==> config.mk <==
export PLATFORM = sky130hd
export DESIGN_NAME = pipe_hazard_ctrl
export DESIGN_NICKNAME = d
export VERILOG_FILES = /design/src/rtl/pipe_ctrl_pkg.sv /design/src/rtl/md_busy_timer.sv /design/src/rtl/pipe_hazard_ctrl.sv
export SDC_FILE = /design/constraint.sdc
export NUM_CORES = 1
export LEC_CHECK = 0
export CAP_MARGIN = 40
export CELL_PAD_IN_SITES_DETAIL_PLACEMENT = 1
export CELL_PAD_IN_SITES_GLOBAL_PLACEMENT = 1
export CORE_MARGIN = 5
export CORE_UTILIZATION = 42
export DETAILED_ROUTE_END_ITERATION = 7
export DONT_BUFFER_PORTS = 1
export PLACE_DENSITY = 0.75
export RECOVER_POWER = 50
export SLEW_MARGIN = 25
export SYNTH_ARGS = -nofsm -noshare
export SYNTH_HDL_FRONTEND = slang
export SYNTH_SLANG_ARGS = --single-unit
==> constraint.sdc <==
create_clock -name clk -period 2.3 [get_ports clk]
set_input_delay 0.115 -clock clk [delete_from_list [all_inputs] [get_ports clk]]
set_output_delay 0.115 -clock clk [all_outputs]
set_load 0.02 [all_outputs]
==> src/rtl/pipe_ctrl_pkg.sv <==
// Shared encodings and defaults for the pipeline hazard/flush sequencer.
package pipe_ctrl_pkg;

  // Width of the tuse/tnew cycle counts carried with each instruction.
  localparam int T_W = 2;

  // A tuse of 3 marks a source register the instruction never reads.
  localparam logic [T_W-1:0] TUSE_NONE = 2'd3;

  // Next-PC source select.
  localparam logic [1:0] PC_SEQ = 2'b00;  // sequential / branch target
  localparam logic [1:0] PC_EXC = 2'b01;  // exception handler 0x4180
  localparam logic [1:0] PC_EPC = 2'b10;  // return through EPC

  // Default MDU occupancy after a start.
  localparam int MULT_LAT_DEF = 5;
  localparam int DIV_LAT_DEF  = 10;

endpackage

==> src/rtl/md_busy_timer.sv <==
// Mult/div occupancy timer: loads the operation latency on an accepted
// start and counts down to zero; busy covers the start cycle as well.
module md_busy_timer #(
  parameter int MULT_LAT = 5,
  parameter int DIV_LAT  = 10,
  parameter int CNT_W    = 4
) (
  input  logic clk,
  input  logic res,
  input  logic start,
  input  logic is_div,
  input  logic flush,
  output logic busy
);

  logic [CNT_W-1:0] timer_q;
  logic [CNT_W-1:0] timer_d;

  // A flushed start never loads; a running count is left to finish.
  always_comb begin
    timer_d = timer_q;
    if (start && !flush) begin
      timer_d = is_div ? CNT_W'(DIV_LAT) : CNT_W'(MULT_LAT);
    end else if (timer_q != '0) begin
      timer_d = timer_q - CNT_W'(1);
    end
  end

  // Timer register; reset clears any in-flight operation immediately.
  always_ff @(posedge clk or negedge res) begin
    if (!res) begin
      timer_q <= '0;
    end else begin
      timer_q <= timer_d;
    end
  end

  // Busy in the start cycle and every cycle the count is non-zero; held low in reset.
  always_comb begin
    busy = res && ((timer_q != '0) || start);
  end

endmodule

==> src/rtl/pipe_hazard_ctrl.sv <==
// Central sequencer for the five-stage pipeline: data/MDU stall detection,
// exception/ERET flush, next-PC select and a saturating stall counter.
module pipe_hazard_ctrl
  import pipe_ctrl_pkg::*;
#(
  parameter int MULT_LAT = MULT_LAT_DEF,
  parameter int DIV_LAT  = DIV_LAT_DEF,
  parameter int CNT_W    = 4,
  parameter int PERF_W   = 32
) (
  input  logic              clk,
  input  logic              res,
  input  logic [4:0]        D_rs,
  input  logic [4:0]        D_rt,
  input  logic [T_W-1:0]    D_tuse_rs,
  input  logic [T_W-1:0]    D_tuse_rt,
  input  logic              D_is_md,
  input  logic [4:0]        E_dst,
  input  logic [4:0]        M_dst,
  input  logic [T_W-1:0]    E_tnew,
  input  logic [T_W-1:0]    M_tnew,
  input  logic              E_md_start,
  input  logic              E_md_div,
  input  logic              M_exc_req,
  input  logic              M_eret,
  input  logic              perf_clr,
  output logic              F_WE,
  output logic              D_WE,
  output logic              D_clr,
  output logic              E_clr,
  output logic              M_clr,
  output logic              E_keep_pc,
  output logic [1:0]        pc_sel,
  output logic              md_busy,
  output logic [PERF_W-1:0] stall_cnt
);

  logic stall_rs;
  logic stall_rt;
  logic stall_md;
  logic stall;
  logic flush;
  logic [PERF_W-1:0] stall_cnt_q;
  logic [PERF_W-1:0] stall_cnt_d;

  // MDU occupancy tracking.
  md_busy_timer #(
    .MULT_LAT (MULT_LAT),
    .DIV_LAT  (DIV_LAT),
    .CNT_W    (CNT_W)
  ) u_md_timer (
    .clk    (clk),
    .res    (res),
    .start  (E_md_start),
    .is_div (E_md_div),
    .flush  (flush),
    .busy   (md_busy)
  );

  // Hazard detection: stall when a producer in E/M is not ready by the time D needs the value.
  always_comb begin
    stall_rs = (D_rs != 5'd0) && (D_tuse_rs != TUSE_NONE) &&
               (((D_rs == E_dst) && (E_tnew > D_tuse_rs)) ||
                ((D_rs == M_dst) && (M_tnew > D_tuse_rs)));
    stall_rt = (D_rt != 5'd0) && (D_tuse_rt != TUSE_NONE) &&
               (((D_rt == E_dst) && (E_tnew > D_tuse_rt)) ||
                ((D_rt == M_dst) && (M_tnew > D_tuse_rt)));
    stall_md = D_is_md && md_busy;
    stall    = stall_rs || stall_rt || stall_md;
    flush    = M_exc_req || M_eret;
  end

  // Priority mux: reset forcing, then flush, then stall, then normal flow.
  always_comb begin
    F_WE      = 1'b1;
    D_WE      = 1'b1;
    D_clr     = 1'b0;
    E_clr     = 1'b0;
    M_clr     = 1'b0;
    E_keep_pc = 1'b0;
    pc_sel    = PC_SEQ;
    if (!res) begin
      F_WE  = 1'b0;
      D_WE  = 1'b0;
      D_clr = 1'b1;
      E_clr = 1'b1;
      M_clr = 1'b1;
    end else if (flush) begin
      D_clr  = 1'b1;
      E_clr  = 1'b1;
      M_clr  = 1'b1;
      pc_sel = M_exc_req ? PC_EXC : PC_EPC;
    end else if (stall) begin
      F_WE      = 1'b0;
      D_WE      = 1'b0;
      E_clr     = 1'b1;
      E_keep_pc = 1'b1;
    end
  end

  // Stall counter next value: clear wins, otherwise saturating increment on real stalls.
  always_comb begin
    stall_cnt_d = stall_cnt_q;
    if (perf_clr) begin
      stall_cnt_d = '0;
    end else if (stall && !flush && !(&stall_cnt_q)) begin
      stall_cnt_d = stall_cnt_q + PERF_W'(1);
    end
  end

  // Stall counter register.
  always_ff @(posedge clk or negedge res) begin
    if (!res) begin
      stall_cnt_q <= '0;
    end else begin
      stall_cnt_q <= stall_cnt_d;
    end
  end

  assign stall_cnt = stall_cnt_q;

endmodule
# Word level (Yosys, flattened, before mapping)
# Cells that the tools add are included.
[classes] addsub=2 n_lt_le_gt_ge=4 eq_ne=6 mux=18 n_reduce_logical=27
[ops] operator="$mux 32" n=2
[ops] operator="$add 32x1->32 const B" n=1
[ops] operator="$reduce_and 32->1" n=1
[ops] operator="$eq 5x5->1" n=4
[ops] operator="$logic_and 1x1->1" n=13
[ops] operator="$mux 4" n=3
[ops] operator="$mux 1" n=10
[ops] operator="$reduce_bool 5->1" n=2
[ops] operator="$gt 2x2->1" n=4
[ops] operator="$logic_or 1x1->1" n=6
[ops] operator="$mux 2" n=3
[ops] operator="$ne 2x2->1 const B" n=2
[ops] operator="$reduce_bool 2->1" n=2
[ops] operator="$reduce_bool 4->1" n=1
[ops] operator="$sub 4x1->4 const B" n=1
[ops] operator="$logic_not 1->1" n=2
[totals] register_bits=36 input_bits=36 output_inout_bits=41 wordCells=59

# Longest topological paths before layout
[depth] word_depth=10 depth_mapped=11 depth_no_buf=9

# Modules after synthesis
# Synthesis repeated with hierarchy kept, for this count alone.
[unflattened] hier_cells=308 hier_area_um2=2661.3
[modules_own_cells] mod="pipe_hazard_ctrl" instances=1 cells_each=284 area_each_um2=2413.6
[modules_own_cells] mod="md_busy_timer" instances=1 cells_each=24 area_each_um2=247.7

# Least setup slack after synthesis
# OpenSTA, ideal clock, no wires.
[synth_path] kind="reg-to-reg" start="register stall_cnt_q[0], in the netlist stall_cnt[0]" end="register stall_cnt_q[17], in the netlist stall_cnt[17]" setup_ns=0.125 t_arrival_ns=2.285 t_required_ns=2.175 setup_slack_ns=-0.109 stages_incl_launch_ff=10 path_buffers=1 period_less_slack_ns=2.409 path_cell_list="dfrtp_1 > ha_1 > and3_1 > and4_1 > clkbuf_1 > nand2_1 > nor2_1 > or4_1 > nor2_1 > mux2_2"
[synth_via] elab_chain_cells=4 elab_cells_between_ends=7 classes_between="add/sub: 1; mux: 2; reduce/logical: 4"
[synth_rtl] item="from (decl)" line="pipe_hazard_ctrl.sv:43" source="logic [PERF_W-1:0] stall_cnt_q;"
[synth_rtl] item="from (signal assigned)" line="pipe_hazard_ctrl.sv:116" source="stall_cnt_q <= stall_cnt_d;"
[synth_rtl] item="branches (longest 4 deep; another with $add 32x1->32)"
# Parallel ways; which one is timed is not known. The select of a mux whose other input is x is not followed.
# A chain may end at the register's enable or synchronous reset.

# Final worst setup path
[layout_path] start="register u_md_timer.timer_q[1]" end="register stall_cnt_q[5], in the netlist stall_cnt[5]"
[layout_via] elab_chain_cells=8
[layout_rtl] item="from (decl)" line="md_busy_timer.sv:16" source="logic [CNT_W-1:0] timer_q;"
[layout_rtl] item="from (signal assigned)" line="md_busy_timer.sv:34" source="timer_q <= timer_d;"
[layout_rtl] item="$reduce_bool 4->1" line="md_busy_timer.sv:40" source="busy = res && ((timer_q != '0) || start);"
[layout_rtl] item="$logic_or 1x1->1" line="md_busy_timer.sv:40"
[layout_rtl] item="$logic_and 1x1->1" line="md_busy_timer.sv:40"
[layout_rtl] item="$logic_and 1x1->1" line="pipe_hazard_ctrl.sv:68" source="stall_md = D_is_md && md_busy;"
[layout_rtl] item="$logic_or 1x1->1" line="pipe_hazard_ctrl.sv:69" source="stall = stall_rs || stall_rt || stall_md;"
[layout_rtl] item="$logic_and 1x1->1 (2 in series)" line="pipe_hazard_ctrl.sv:106" source="end else if (stall && !flush && !(&stall_cnt_q)) begin"
[layout_rtl] item="$reduce_bool 2->1 (no source line)"
# No other way between the ends.

==> flow_summary.ini <==
[clock_tree]
clk_pin_slew_ns = 0.08
clock_sink_count = 36
tritoncts_clock_tree = yes
cts.htree.levels = 2
cts.path.max_buffers = 2
cts_hold_buffers = 2
cts.root.buffer_cell = clkbuf_8
worst_skew_pair.late_latency_ns = 0.30
total_clock_buffers_created_by_cts = 5

[yosys]
ys.flop_type = dfrtp_1
synthCells = 317
synth-adder-area-share_pct = 5.26
sequential_cell_area_fraction_in_the_yosys_report_pct = 34.4
largest_family_of_logic_cells_by_synthesized_area = simple AND/OR/NAND/NOR gates
count_of_state_elements_after_synthesis = 36
yosys.area_share.xor_xnor_pct = 7.37
syn-mean-instance-area_sq_um = 8.25
syn_nets = 364
post_synth_instance_area_sq_mm = 0.00262
async_reset_ff_share_pct = 100
synth_warnings = 0
synth.distinct_cells = 33
share_of_the_synthesized_area_in_compound_gates_ao_oa_aoi_oai_pct = 11.2
synth_enable_flop_cells = 0
synth_simple_gate_area_share_pct = 31.0
muxShareOfSynthArea_pct = 6.03

[sta]
worst_slew_slack_as_a_fraction_of_its_limit_pct = -12.6
rsz0062_at_grt = yes
hold_viol_final = 18
final_count_of_negative_setup_slack_endpoints = 7
layout_min_cycle_time_ns = 2.37
tightest_slew_ns = 1.69
clock_skew_ns = 0.00983
final.period_utilization_pct = 103
slew_violations = 37
achievable-frequency_mhz = 423
hold_ws_ns = -0.132
layout_setup_ws_ns = -0.0668

[global_route]
grt_first_pass_wirelength_um = 13400
antenna_violations_before_repair = 1
grt_usage_pct = 21.8
grt_pass1_vias = 2765
grt_max_degree = 47
gr-total-overflow = 0

[worst_setup_path]
slowest_stage = a311o_2
critical_path.reg2reg.startpoint = u_md_timer.timer_q[1]
critical-path-top-cell-by-count = nand2_2
critPathRequiredTime_ns = 2.49
path_cells = inv_2, ha_4, nand2_2, o21a_2, nand2_2, a311o_2, buf_12, nor4_1, mux2_2
worst-endpoint-arrival_ns = 2.56
crit_start = u_md_timer.timer_q[1]
critPathCaptureType = flip-flop
critPathLaunchType = flip-flop
crit_path_max_incr_delay_ns = 0.45
critical_path.max_fanout = 6
criticalPathCategory = reg2reg

[routing]
vias = 2671
vias_per_cell = 6.03
drt_first_iter_violations = 155
post-route-drc-count = 0
wl_per_cell_um = 20.3
antenna_left = 0
wl_um = 8990
drt_pre_antenna_iters = 4

[layout]
num_antenna_cells = 0
final_common_cell = buf_4
seq_area_sq_um = 903
final_cells = 443
final_nets = 414
num-fill-cells = 711
most-common-layout-cells = buf_4 (42), dfrtp_1 (34), nor2_1 (30), nand2_1 (19), nand3_1 (18)
multi_input_area_sq_mm = 0.00177
utilization_pct = 57.8
post_route_cells_drive_above_1_share_pct = 32.6
area_growth_pct = 32.3

[floorplan]
floorplan.rows = 28
design.core.area_sq_mm = 0.00599
total_die_area_sq_mm = 0.00790
die_h_um = 88.9
die_width_um = 88.9
initial_core_util_pct = 43.7
num_io_pins = 77

[status]
run_status = finished, violations left
failing_checks = negative hold slack, max-capacitance violations, max-slew violations, negative setup slack

[hold_path]
min-delay-path-class = in2reg
min-delay-start = perf_clr

[pwr]
power.density_mw_per_mm2 = 496
power_leakage_nw = 1.40
power.ir.vdd_worst_mv = 0.368

[placed_design]
placed_cells_incl_taps = 422
place_congestion = 0.843
numPortBuffers = 0
place_hpwl_um = 5940

[job]
count_of_maximum_capacitance_violations = 1
[cell usage after synthesis, types with 10 or more instances]
library cell / instances / area, sq um
or3_1: 11 / 68.8
nor2_1: 32 / 120
dfrtp_1: 36 / 901
mux2_2: 14 / 158
nor2b_1: 13 / 81.3
nor3_1: 12 / 60.1
inv_1: 15 / 56.3
xnor2_1: 13 / 114
clkbuf_1: 12 / 45.0
o21ai_0: 13 / 65.1
nand4_1: 15 / 93.8
nand3_1: 18 / 90.1
nand2_1: 22 / 82.6
or4_1: 10 / 75.1
ha_1: 11 / 138
a21oi_1: 25 / 125
[area by class of cell]
cell class	count	area share, %
clock buffers	6	2.10
multi-input cells	251	51.2
well taps	75	2.71
inverters	15	1.63
flip-flops and latches	36	26.1
repair buffers	58	15.3
clock inverters	2	1.01
[per-stage QoR]
stage	area [sq um]	power (W)	hold WS, ns	TNS (ns)	worst slack [ns]
2_1_floorplan	2630	0.000951	-0.181	-0.00366	-0.00183
3_3_place_gp	3010	0.00101	-0.179	-0.859	-0.0937
3_5_place_dp	3010	0.00104	-0.179	-3.17	-0.176
4_1_cts	3230	0.00166	-0.139	-0.0567	-0.0340
5_1_grt	3460	0.00181	-0.153	-1.24	-0.107
6_report	3460	0.00172	-0.132	-0.284	-0.0668
[flip-flops by register name, summed over array words and instances (netlist names)]
signal              count
u_md_timer.timer_q      4
stall_cnt              32
[report_power, final]
| group | internal, W | total, W | switching [W] |
|---|---|---|---|
| Clock | 0.000322 | 0.000575 | 0.000252 |
| Sequential | 0.000672 | 0.000702 | 0.0000305 |
| Combinational | 0.000230 | 0.000438 | 0.000209 |
[per-layer routing]
metal  GRT usage, %  wire length (um)
met5              0                 0
met2           38.7              4800
met1           25.3              3480
met3           6.36               618
met4           6.18                86
[what timing repair did]
action | in CTS | in global routing
gates resized for setup | 7 | 42
pin swaps | 5 | 24
endpoints found under the hold margin | 54 | 18
setup endpoints to repair | 12 | 25
setup buffers | 3 | 5
cloned | 1 | 2
[cells by family (layout without fill, tap and decap cells)]
group | after synthesis | count (layout)
and+or+nand+nor | 153 | 153
AOI/OAI and AO/OA | 51 | 51
DFF | 36 | 36
buffers and inverters | 30 | 81
xor gates and xnor gates | 22 | 22
muxes | 14 | 14
adders and majority gates | 11 | 11
[worst max-delay path: cells and delay by family, from the launching register on]
kind	cells	cell delay, ns
flip-flops	1	0.38
AND/OR/NAND/NOR	3	0.50
AO/OA/AOI/OAI	2	0.59
multiplexers	1	0.40
adder cells (fa/ha/maj)	1	0.16
buffers and inverters	2	0.22
[final timing paths]
path / to / slack (ns) / depth (start not counted)
worst max-delay path: stall_cnt[5] / -0.07 / 9
worst min-delay path: stall_cnt[0] / -0.13 / 1
worst max register to register: stall_cnt[5] / -0.07 / 9
worst min register to register: stall_cnt[2] / 0.63 / 2
max in group asynchronous: stall_cnt[1] / 0.38 / 2
min in group asynchronous: stall_cnt[26] / 0.83 / 2
No activity file was read; power rests on OpenSTA's default activity.
